### config.mk
export PLATFORM = sky130hd
export DESIGN_NAME = key_press_counter_flat
export DESIGN_NICKNAME = d
export VERILOG_FILES = /design/src/rtl/key_pkg.sv /design/src/rtl/key_press_counter_if.sv /design/src/rtl/key_debouncer.sv /design/src/rtl/key_press_counter.sv /design/src/flat_wrapper.sv
export SDC_FILE = /design/constraint.sdc
export NUM_CORES = 1
export LEC_CHECK = 0
export CORE_MARGIN = 4
export CORE_UTILIZATION = 62
export CTS_BUF_LIST = sky130_fd_sc_hd__clkbuf_8
export DETAILED_ROUTE_END_ITERATION = 10
export PLACE_DENSITY = 0.8
export SETUP_SLACK_MARGIN = 0.05
export SLEW_MARGIN = 20
export SYNTH_ARGS = -nofsm -noshare
export SYNTH_HDL_FRONTEND = slang
export SYNTH_HIERARCHICAL = 1
export SYNTH_SLANG_ARGS = --single-unit
### constraint.sdc
create_clock -name CLOCK_50 -period 4.5 [get_ports CLOCK_50]
set_input_delay 0.675 -clock CLOCK_50 [delete_from_list [all_inputs] [get_ports CLOCK_50]]
set_output_delay 0.675 -clock CLOCK_50 [all_outputs]
set_load 0.02 [all_outputs]
### src/rtl/key_pkg.sv
// Shared constants and helpers for the multi-channel key press counter.
package key_pkg;

    localparam int unsigned KEY_NUM_CH         = 4;
    localparam int unsigned KEY_CNT_W          = 16;
    localparam int unsigned KEY_DEBOUNCE_SIM   = 4;
    localparam int unsigned KEY_DEBOUNCE_BOARD = 500000;

    typedef enum logic {
        CntWrap = 1'b0,
        CntSat  = 1'b1
    } cnt_mode_e;

    // Readout select width; a single channel still gets a 1-bit select.
    function automatic int unsigned key_sel_w(input int unsigned num_ch);
        return (num_ch > 1) ? $clog2(num_ch) : 1;
    endfunction

endpackage

### src/rtl/key_press_counter_if.sv
// Key/control inputs and counter outputs of the key press counter.
interface key_press_counter_if #(
    parameter int unsigned NUM_CH = 4,
    parameter int unsigned CNT_W  = 16,
    parameter int unsigned SEL_W  = 2
) ();

    logic [NUM_CH-1:0] key_n;
    logic [NUM_CH-1:0] clear;
    logic              sat_mode;
    logic [SEL_W-1:0]  sel;
    logic [NUM_CH-1:0] pulse;
    logic [NUM_CH-1:0] overflow;
    logic [CNT_W-1:0]  count;

    modport master (
        output key_n, clear, sat_mode, sel,
        input  pulse, overflow, count
    );

    modport slave (
        input  key_n, clear, sat_mode, sel,
        output pulse, overflow, count
    );

endinterface

### src/rtl/key_debouncer.sv
// One key channel: 2-flop synchroniser, debounce filter and registered press strobe.
module key_debouncer #(
    parameter int unsigned DEBOUNCE = 4
) (
    input  logic CLOCK_50,
    input  logic reset,
    input  logic key_n,
    output logic pulse,
    output logic level
);

    localparam int unsigned CW = $clog2(DEBOUNCE + 1);
    localparam logic [CW-1:0] LAST = CW'(DEBOUNCE - 1);

    logic [1:0]    sync_q;
    logic          stable_q, stable_d;
    logic [CW-1:0] dcnt_q, dcnt_d;
    logic          pulse_q, pulse_d;
    logic          press;

    assign press = ~sync_q[1];

    always_comb begin
        stable_d = stable_q;
        dcnt_d   = '0;
        pulse_d  = 1'b0;
        if (press != stable_q) begin
            if (dcnt_q == LAST) begin
                stable_d = press;
                pulse_d  = press;
            end else begin
                dcnt_d = dcnt_q + 1'b1;
            end
        end
    end

    // Sync flops reset to the released level so a held key is seen as a fresh press.
    always_ff @(posedge CLOCK_50 or posedge reset) begin
        if (reset) begin
            sync_q   <= 2'b11;
            stable_q <= 1'b0;
            dcnt_q   <= '0;
            pulse_q  <= 1'b0;
        end else begin
            sync_q   <= {sync_q[0], key_n};
            stable_q <= stable_d;
            dcnt_q   <= dcnt_d;
            pulse_q  <= pulse_d;
        end
    end

    assign pulse = pulse_q;
    assign level = stable_q;

endmodule

### src/rtl/key_press_counter.sv
// Multi-channel debounced key press counter with sticky overflow and registered readout.
module key_press_counter
    import key_pkg::*;
#(
    parameter int unsigned NUM_CH   = KEY_NUM_CH,
    parameter int unsigned CNT_W    = KEY_CNT_W,
    parameter int unsigned DEBOUNCE = KEY_DEBOUNCE_SIM,
    parameter int unsigned SEL_W    = key_sel_w(NUM_CH)
) (
    input logic CLOCK_50,
    input logic reset,
    key_press_counter_if.slave bus
);

    localparam logic [CNT_W-1:0] CNT_MAX = {CNT_W{1'b1}};

    logic [NUM_CH-1:0] pulse;
    logic [NUM_CH-1:0] level;
    logic [CNT_W-1:0]  cnt_q [NUM_CH];
    logic [NUM_CH-1:0] ovf_q;
    logic [CNT_W-1:0]  count_q, count_d;
    cnt_mode_e         mode;

    assign mode = cnt_mode_e'(bus.sat_mode);

    for (genvar g = 0; g < NUM_CH; g++) begin : g_ch
        key_debouncer #(
            .DEBOUNCE(DEBOUNCE)
        ) u_deb (
            .CLOCK_50(CLOCK_50),
            .reset   (reset),
            .key_n   (bus.key_n[g]),
            .pulse   (pulse[g]),
            .level   (level[g])
        );
    end

    // Clear outranks a coincident press; a press at max always flags overflow.
    always_ff @(posedge CLOCK_50 or posedge reset) begin
        if (reset) begin
            for (int i = 0; i < NUM_CH; i++) begin
                cnt_q[i] <= '0;
            end
            ovf_q <= '0;
        end else begin
            for (int i = 0; i < NUM_CH; i++) begin
                if (bus.clear[i]) begin
                    cnt_q[i] <= '0;
                    ovf_q[i] <= 1'b0;
                end else if (pulse[i]) begin
                    if (cnt_q[i] == CNT_MAX) begin
                        ovf_q[i] <= 1'b1;
                        if (mode == CntWrap) begin
                            cnt_q[i] <= '0;
                        end
                    end else begin
                        cnt_q[i] <= cnt_q[i] + 1'b1;
                    end
                end
            end
        end
    end

    // Out-of-range selects read as zero.
    always_comb begin
        count_d = '0;
        for (int i = 0; i < NUM_CH; i++) begin
            if (32'(bus.sel) == i) begin
                count_d = cnt_q[i];
            end
        end
    end

    always_ff @(posedge CLOCK_50 or posedge reset) begin
        if (reset) begin
            count_q <= '0;
        end else begin
            count_q <= count_d;
        end
    end

    assign bus.pulse    = pulse;
    assign bus.overflow = ovf_q;
    assign bus.count    = count_q;

    logic unused_level;
    assign unused_level = ^level;

endmodule

### src/flat_wrapper.sv
// flat-port wrapper written by rule: the top's interface ports become plain ports
module key_press_counter_flat import key_pkg::*;
#(
    parameter int unsigned NUM_CH   = KEY_NUM_CH,
    parameter int unsigned CNT_W    = KEY_CNT_W,
    parameter int unsigned DEBOUNCE = KEY_DEBOUNCE_SIM,
    parameter int unsigned SEL_W    = key_sel_w(NUM_CH)
)
  (CLOCK_50, reset, bus_key_n, bus_clear, bus_sat_mode, bus_sel, bus_pulse, bus_overflow, bus_count);
  key_press_counter_if #(.NUM_CH(NUM_CH), .CNT_W(CNT_W), .SEL_W(SEL_W)) bus_i ();
  input logic CLOCK_50;
  input logic reset;
  input wire logic [$bits(bus_i.key_n)-1:0] bus_key_n;
  input wire logic [$bits(bus_i.clear)-1:0] bus_clear;
  input wire logic [$bits(bus_i.sat_mode)-1:0] bus_sat_mode;
  input wire logic [$bits(bus_i.sel)-1:0] bus_sel;
  output wire logic [$bits(bus_i.pulse)-1:0] bus_pulse;
  output wire logic [$bits(bus_i.overflow)-1:0] bus_overflow;
  output wire logic [$bits(bus_i.count)-1:0] bus_count;
  assign bus_i.key_n = bus_key_n;
  assign bus_i.clear = bus_clear;
  assign bus_i.sat_mode = bus_sat_mode;
  assign bus_i.sel = bus_sel;
  assign bus_pulse = bus_i.pulse;
  assign bus_overflow = bus_i.overflow;
  assign bus_count = bus_i.count;
  key_press_counter #(.NUM_CH(NUM_CH), .CNT_W(CNT_W), .DEBOUNCE(DEBOUNCE), .SEL_W(SEL_W)) u_core (.CLOCK_50(CLOCK_50), .reset(reset), .bus(bus_i));
endmodule
==> summary.txt, run 1 <==
synthesis-stage register bit count = 112
Seq/Total Area, Yosys = 0.465
Pwr Total = 2.09 mW
asr flop ratio synth = 1.00
clock skew = 9.63 ps
initial antenna violation count = 0
Leak = 2.74 nW
num ports = 37
DR DRC count = 0
IO buf count = 36
clock slew at reported path FFs = 100 ps
kind of critical path = input port to flop
Required @ worst endpoint = 4810 ps
Clk Latency, worst-skew pair = 380 ps
largest cells by area after synthesis = dfrtp_1 43%, mux4_2 5.6%, a221o_1 4.1%
CTS root buffer = clkbuf_8
CP Capture Type = flop
measured slew at the worst slew-check pin = 1040 ps
share of the synthesized area in the top cell type = 0.430
Reg2Reg Setup Slack = 1900 ps
RR Endpoint = u_core/cnt_q[27]
Mean Syn Cell Area = 11.1 µm²
Post-synth EDFFs = 0
Tot GR Track Use = 0.262
Setup-failing EPs final = 0
DR vias/cell = 6.99
Synth Warn # = 6
outcome = complete, no violations
Arrival @ worst endpoint = 3040 ps
diodes inserted = 0
CTS tree = yes
Reg-to-Reg Start = u_core/cnt_q[16]
mapped cell area = 6050 µm²
cts repair resizes = 0
cell count after synthesis = 544
worst-path fanout max = 12
routed vias = 4873
Critical Path Start = bus_sat_mode
CTS Buffer Depth = 2
Max-slew headroom = 0.308
Avg WL per Cell = 20.5 µm
Total Nets Final = 585
Die Area = 11400 µm²
Max Cap Violations = 0
Initial Utilization = 0.646
post-synth top area cell = dfrtp_1
CTS Buf Count = 9
Final GP Congestion = 0.894
reg2reg path depth = 5
VDD IR max = 0.311 mV
total grt overflow = 0
drt total wl = 14.3 mm
crit path launch type = input port
Util after Layout = 0.711
Mapped Nets = 565
Area Growth Syn to Fin = 10.0%
highest achievable clock rate = 367 MHz
Slew Limit Fails = 0
Die Y = 107 µm
Post-CTS Hold Buffers = 0
Std-Cell Rows = 35
layout cells sized above 1 = 0.116
HPWL after DPL = 10.3 mm
vias in the first global route = 4713
Primary FF master, synth = dfrtp_1
dpl cells = 682
PwrDens = 314 nW/µm²
Final ANT Viol Nets = 0
CORE AREA = 9370 µm²
distinct cell type count after synthesis = 73
Fillers = 712
Worst Hold Class = flop to flop
Fin. Hold Viols = 0
post-route setup TNS = 0 ps
final period utilization = 0.605
number of post-CTS setup repair buffers = 0
first-pass GRT wire length = 23.7 mm
post-route insts no fill = 697
Sink Count = 112
crit path to = u_core/cnt_q[27]
minimum clock period = 2720 ps
unrepaired setup endpoints after global routing = false
CTS H-tree lvls = 3
largest net degree at the start of global routing = 49
drt initial violations = 448
Die Wd = 107 µm
TritonRoute pass-1 iters = 5
[per-layer routing]
layer  vias to the layer above  part of all wire  routed length, µm  GRT usage
li1                       2176                 -                  -          -
met1                      2412              0.41               5900      0.350
met2                       240              0.48               6830      0.418
met3                        45             0.079               1130     0.0566
met4                         0             0.031                441      0.109
met5                         -                 0                  0          0
[through the flow]
stage                     setup slack, ps  hold WS [ps]  instance area, µm²
final                                1780           364                6660
after floorplan                      1660           345                6050
after global placement               1620           347                6430
after global routing                 1720           369                6660
after detailed placement             1470           349                6430
after CTS                            1880           364                6650
[worst min-delay path by stage]
stage,start,to,cells after the start,slack (ps)
after global placement,u_core/g_ch[2].u_deb/sync_q[0],u_core/g_ch[2].u_deb/sync_q[1],0,350
after global routing,u_core/g_ch[0].u_deb/sync_q[0],u_core/g_ch[0].u_deb/sync_q[1],0,370
after detailed placement,u_core/g_ch[2].u_deb/sync_q[0],u_core/g_ch[2].u_deb/sync_q[1],0,350
after floorplan,u_core/g_ch[0].u_deb/sync_q[0],u_core/g_ch[0].u_deb/sync_q[1],0,350
after CTS,u_core/g_ch[2].u_deb/sync_q[0],u_core/g_ch[2].u_deb/sync_q[1],0,360
final,u_core/g_ch[2].u_deb/sync_q[0],u_core/g_ch[2].u_deb/sync_q[1],0,360
[synth_stat cells, types with 4 or more instances]
cell,instances
buf_2,10
xor2_1,4
nor3b_1,16
nand4_1,21
nor2b_1,9
inv_1,24
mux2i_1,8
o31ai_1,4
nor3_1,24
or4_1,6
a22o_1,5
and2b_2,4
nand3_1,26
a211oi_1,4
a21oi_1,20
ha_1,8
o21ai_0,13
dfstp_2,8
and2_1,7
mux4_2,15
clkbuf_1,10
and3_1,11
a211o_1,5
nor4b_1,5
nand2_1,23
and4_1,15
nor2_1,18
a31oi_1,4
nand2b_1,4
a221o_1,25
dfrtp_1,104
nor4_1,16
[power breakdown]
part           internal, mW  leakage [nW]  switching [mW]
combinational         0.120          1.12           0.140
clock                 0.314         0.106           0.341
sequential             1.09          1.52          0.0909
[registers in the layout (all words and copies together) (netlist names)]
signal,cells
u_core/g_ch.u_deb/level,4
u_core/bus.count,16
u_core/bus.overflow,4
u_core/g_ch.u_deb/dcnt_q,12
u_core/cnt_q,64
u_core/g_ch.u_deb/sync_q,8
u_core/g_ch.u_deb/pulse,4
[cell usage in the layout, fill, tap and decap left out, drive strengths merged, types with 4 or more instances in the layout]
cell	netlist	final
a221o	25	25
o31ai	4	4
a211oi	4	4
a31oi	4	4
dfrtp	104	104
mux4	16	16
nor4	19	19
a211o	5	5
nand2	23	23
nor3b	16	16
a21oi	20	20
clkbuf	13	9
and2b	5	5
mux2i	8	8
or4	6	6
o41ai	5	5
dfstp	8	8
a22o	6	6
nor4b	5	5
nor2b	10	10
inv	24	24
nor2	18	18
xor2	4	4
clkdlybuf4s50	0	36
nand3	27	27
ha	8	8
and2	8	8
and3	11	11
o21ai	13	13
nand4	25	25
and4	15	15
nand2b	4	4
nor3	24	24
[cell families after synthesis]
| group | Yosys count | share of synthesized area |
|---|---|---|
| AO/OA/AOI/OAI | 114 | 0.154 |
| XOR/XNOR | 6 | 0.00868 |
| adder cells (fa/ha/maj) | 8 | 0.0165 |
| buffers and inverters | 53 | 0.0407 |
| flip-flops | 112 | 0.465 |
| multiplexers | 26 | 0.0771 |
| AND/OR/NAND/NOR | 225 | 0.238 |
[worst max-delay path: stages]
cell and delay, ps:
clkdlybuf4s50_1 780, and4_1 280, nand4_1 130, a21oi_1 860
a221o_1 310
[final cells by class]
cell class / count / area (µm²) / share of cell area
Sequential cell: 112 / 2810 / 0.422
Clock buffer: 9 / 124 / 0.0186
Timing Repair Buffer: 38 / 375 / 0.0564
Tap cell: 129 / 161 / 0.0242
Clock inverter: 6 / 93.8 / 0.0141
Multi-Input combinational cell: 379 / 3000 / 0.451
Inverter: 24 / 91.3 / 0.0137
No activity file was read; power rests on OpenSTA's default activity.
==> run 2, diff against run 1 <==
CORE_UTILIZATION = 56   (was 62)
PLACE_DENSITY = 0.76   (was 0.8)
clock period = 2.2 ns   (was 4.5 ns; I/O delays follow)
==> run 2 against run 1 <==
Highest routed layer unchanged; sequential power up 100%; die area up 9.9%; critical endpoint is now u_core/cnt_q[42]; final cell count up 7.5%; critical path type is now flop to flop; design area up 5.7%; flip-flop and latch count unchanged; via count up 1.9%; sequential share of layout area down 2.3 points; clock-buffer cell count up 2; first-iteration DRC count down 14%.
==> summary.txt, run 2 (same netlist as run 1, synthesis figures left out) <==
number of flip-flops in the largest register = 64 (unchanged)
Biggest register = u_core/cnt_q
unrepaired setup endpoints after global routing = false
Die Area = 12500 µm² (+9.9%)
outcome = complete, no violations
Reg-to-Reg Start = u_core/cnt_q[32]
PwrDens = 618 nW/µm² (+97%)
commonest non-fill, non-tap cells in the layout = 104 x dfrtp_1, 43 x buf_4, 36 x clkdlybuf4s50_1, 26 x nand3_1
diodes inserted = 0 (unchanged)
Arrival @ worst endpoint = 2370 ps (-670 ps)
Reg2Reg Setup Slack = 150 ps (-1750 ps)
Tot GR Track Use = 0.248 (-0.0138)
Final ANT Viol Nets = 0 (unchanged)
Critical Path Start = u_core/cnt_q[32]
Post-CTS Hold Buffers = 0 (unchanged)
num ports = 37 (unchanged)
vias in the first global route = 4960 (+5.2%)
Die Y = 112 µm (+4.8%)
DP Worst Slack = 72.5 ps (-1400 ps)
CP Capture Type = flop
CTS H-tree lvls = 3 (unchanged)
Pwr Total = 4.35 mW (+110%)
Sink Count = 112 (unchanged)
measured slew at the worst slew-check pin = 685 ps (-353 ps)
CTS root buffer = clkbuf_8
CTS Buffer Depth = 2 (unchanged)
worst-path fanout max = 8 (-4)
first-pass GRT wire length = 24.9 mm (+5.1%)
Max Cap Violations = 0 (unchanged)
DR DRC count = 0 (unchanged)
largest net degree at the start of global routing = 38 (-22%)
cts repair resizes = 0 (unchanged)
Std-Cell Rows = 37 (+5.7%)
Avg WL per Cell = 20.1 µm (-2.2%)
kind of critical path = flop to flop
HPWL after DPL = 11.3 mm (+9.4%)
CTS tree = yes
number of post-CTS setup repair buffers = 0 (unchanged)
commonest non-fill, non-tap cell in the layout = dfrtp_1
layout cells sized above 1 = 0.179 (+0.0632)
clock slew at reported path FFs = 100 ps (about the same)
Clk Latency, worst-skew pair = 390 ps (about the same)
CTS Buf Count = 9 (unchanged)
crit path launch type = flop
cell area after placement = 6810 µm² (+5.9%)
CORE AREA = 10400 µm² (+11%)
drt initial violations = 385 (-14%)
Die Wd = 112 µm (+4.8%)
total grt overflow = 0 (unchanged)
dpl cells = 733 (+7.5%)
Area Growth Syn to Fin = 16.3%
Required @ worst endpoint = 2520 ps (-2290 ps)
Initial Utilization = 0.581 (-0.0648)
Fillers = 820 (+15%)
Setup-failing EPs final = 0 (unchanged)
Slew Limit Fails = 0 (unchanged)
VDD IR max = 0.509 mV (+64%)
IO buf count = 36 (unchanged)
final period utilization = 0.931
Max-slew headroom = 0.543 (+0.235)
RR Endpoint = u_core/cnt_q[42]
Total Nets Final = 629 (+7.5%)
Worst Hold Class = input port to flop
Fin. Hold Viols = 0 (unchanged)
clock skew = 9.81 ps (+0.182 ps)
minimum clock period = 2050 ps
Leak = 3.00 nW (+9.3%)
post-route setup TNS = 0 ps (unchanged)
post-route cell area = 7040 µm² (+5.7%)
crit path to = u_core/cnt_q[42]
TritonRoute pass-1 iters = 5 (unchanged)
Final GP Congestion = 0.905 (+1.3%)
reg2reg path depth = 5 (unchanged)
post-route insts no fill = 749 (+7.5%)
DR vias/cell = 6.63 (-5.1%)
routed vias = 4967 (+1.9%)
initial antenna violation count = 0 (unchanged)
drt total wl = 15.0 mm (+5.0%)
highest achievable clock rate = 488 MHz
Worst Setup Slack, final = 152 ps (-1630 ps)
run 2: cell count changes in the layout (fill, tap and decap cells not counted), sizes merged:
cell	change
buf	+44
clkbuf	+2
clkinv	-2
inv	+1
run 2: area by class of cell:
class	instances	area, µm²	share of cell area
Sequential cell	112	2810	0.400
Clock inverter	5	72.6	0.0103
Timing Repair Buffer	82	743	0.106
Inverter	24	93.8	0.0133
Tap cell	136	170	0.0242
Multi-Input combinational cell	379	3000	0.426
Clock buffer	11	151	0.0215
run 2: how the worst min path moves through the flow:
stage,start,end,slack (ps),depth (start not counted)
2_1_floorplan,reset,u_core/g_ch[0].u_deb/dcnt_q[0],130,1
3_3_place_gp,u_core/g_ch[1].u_deb/sync_q[0],u_core/g_ch[1].u_deb/sync_q[1],350,0
3_5_place_dp,u_core/g_ch[1].u_deb/sync_q[0],u_core/g_ch[1].u_deb/sync_q[1],350,0
4_1_cts,bus_key_n[2],u_core/g_ch[2].u_deb/sync_q[0],320,1
5_1_grt,bus_key_n[2],u_core/g_ch[2].u_deb/sync_q[0],320,1
6_report,bus_key_n[2],u_core/g_ch[2].u_deb/sync_q[0],340,1
run 2: power breakdown:
group          leakage, nW  switching, mW  internal [mW]  total (mW)
combinational         1.36          0.323          0.285       0.608
clock                0.122          0.668          0.694        1.36
sequential            1.52          0.157           2.22        2.38
total                 3.00           1.15           3.20        4.35
run 2: per-layer routing:
layer	global-route usage	up-vias	share of wire
li1	-	2264	-
met5	0	-	0
met2	0.392	208	0.48
met4	0.134	0	0.039
met3	0.0489	46	0.069
met1	0.325	2449	0.41
run 2: worst max-delay path, stage by stage, from the launching register on:
cell	delay, ps
dfrtp_1	380
ha_1	280
nand4_4	200
nor4_4	470
o2bb2ai_1	390
a221o_1	270
run 2: stage by stage:
stage	utilization	hold slack, ps
floorplan	-	132
global placement	0.654	346
detailed placement	0.654	348
CTS	0.676	323
global route	0.676	323
finish	0.676	342
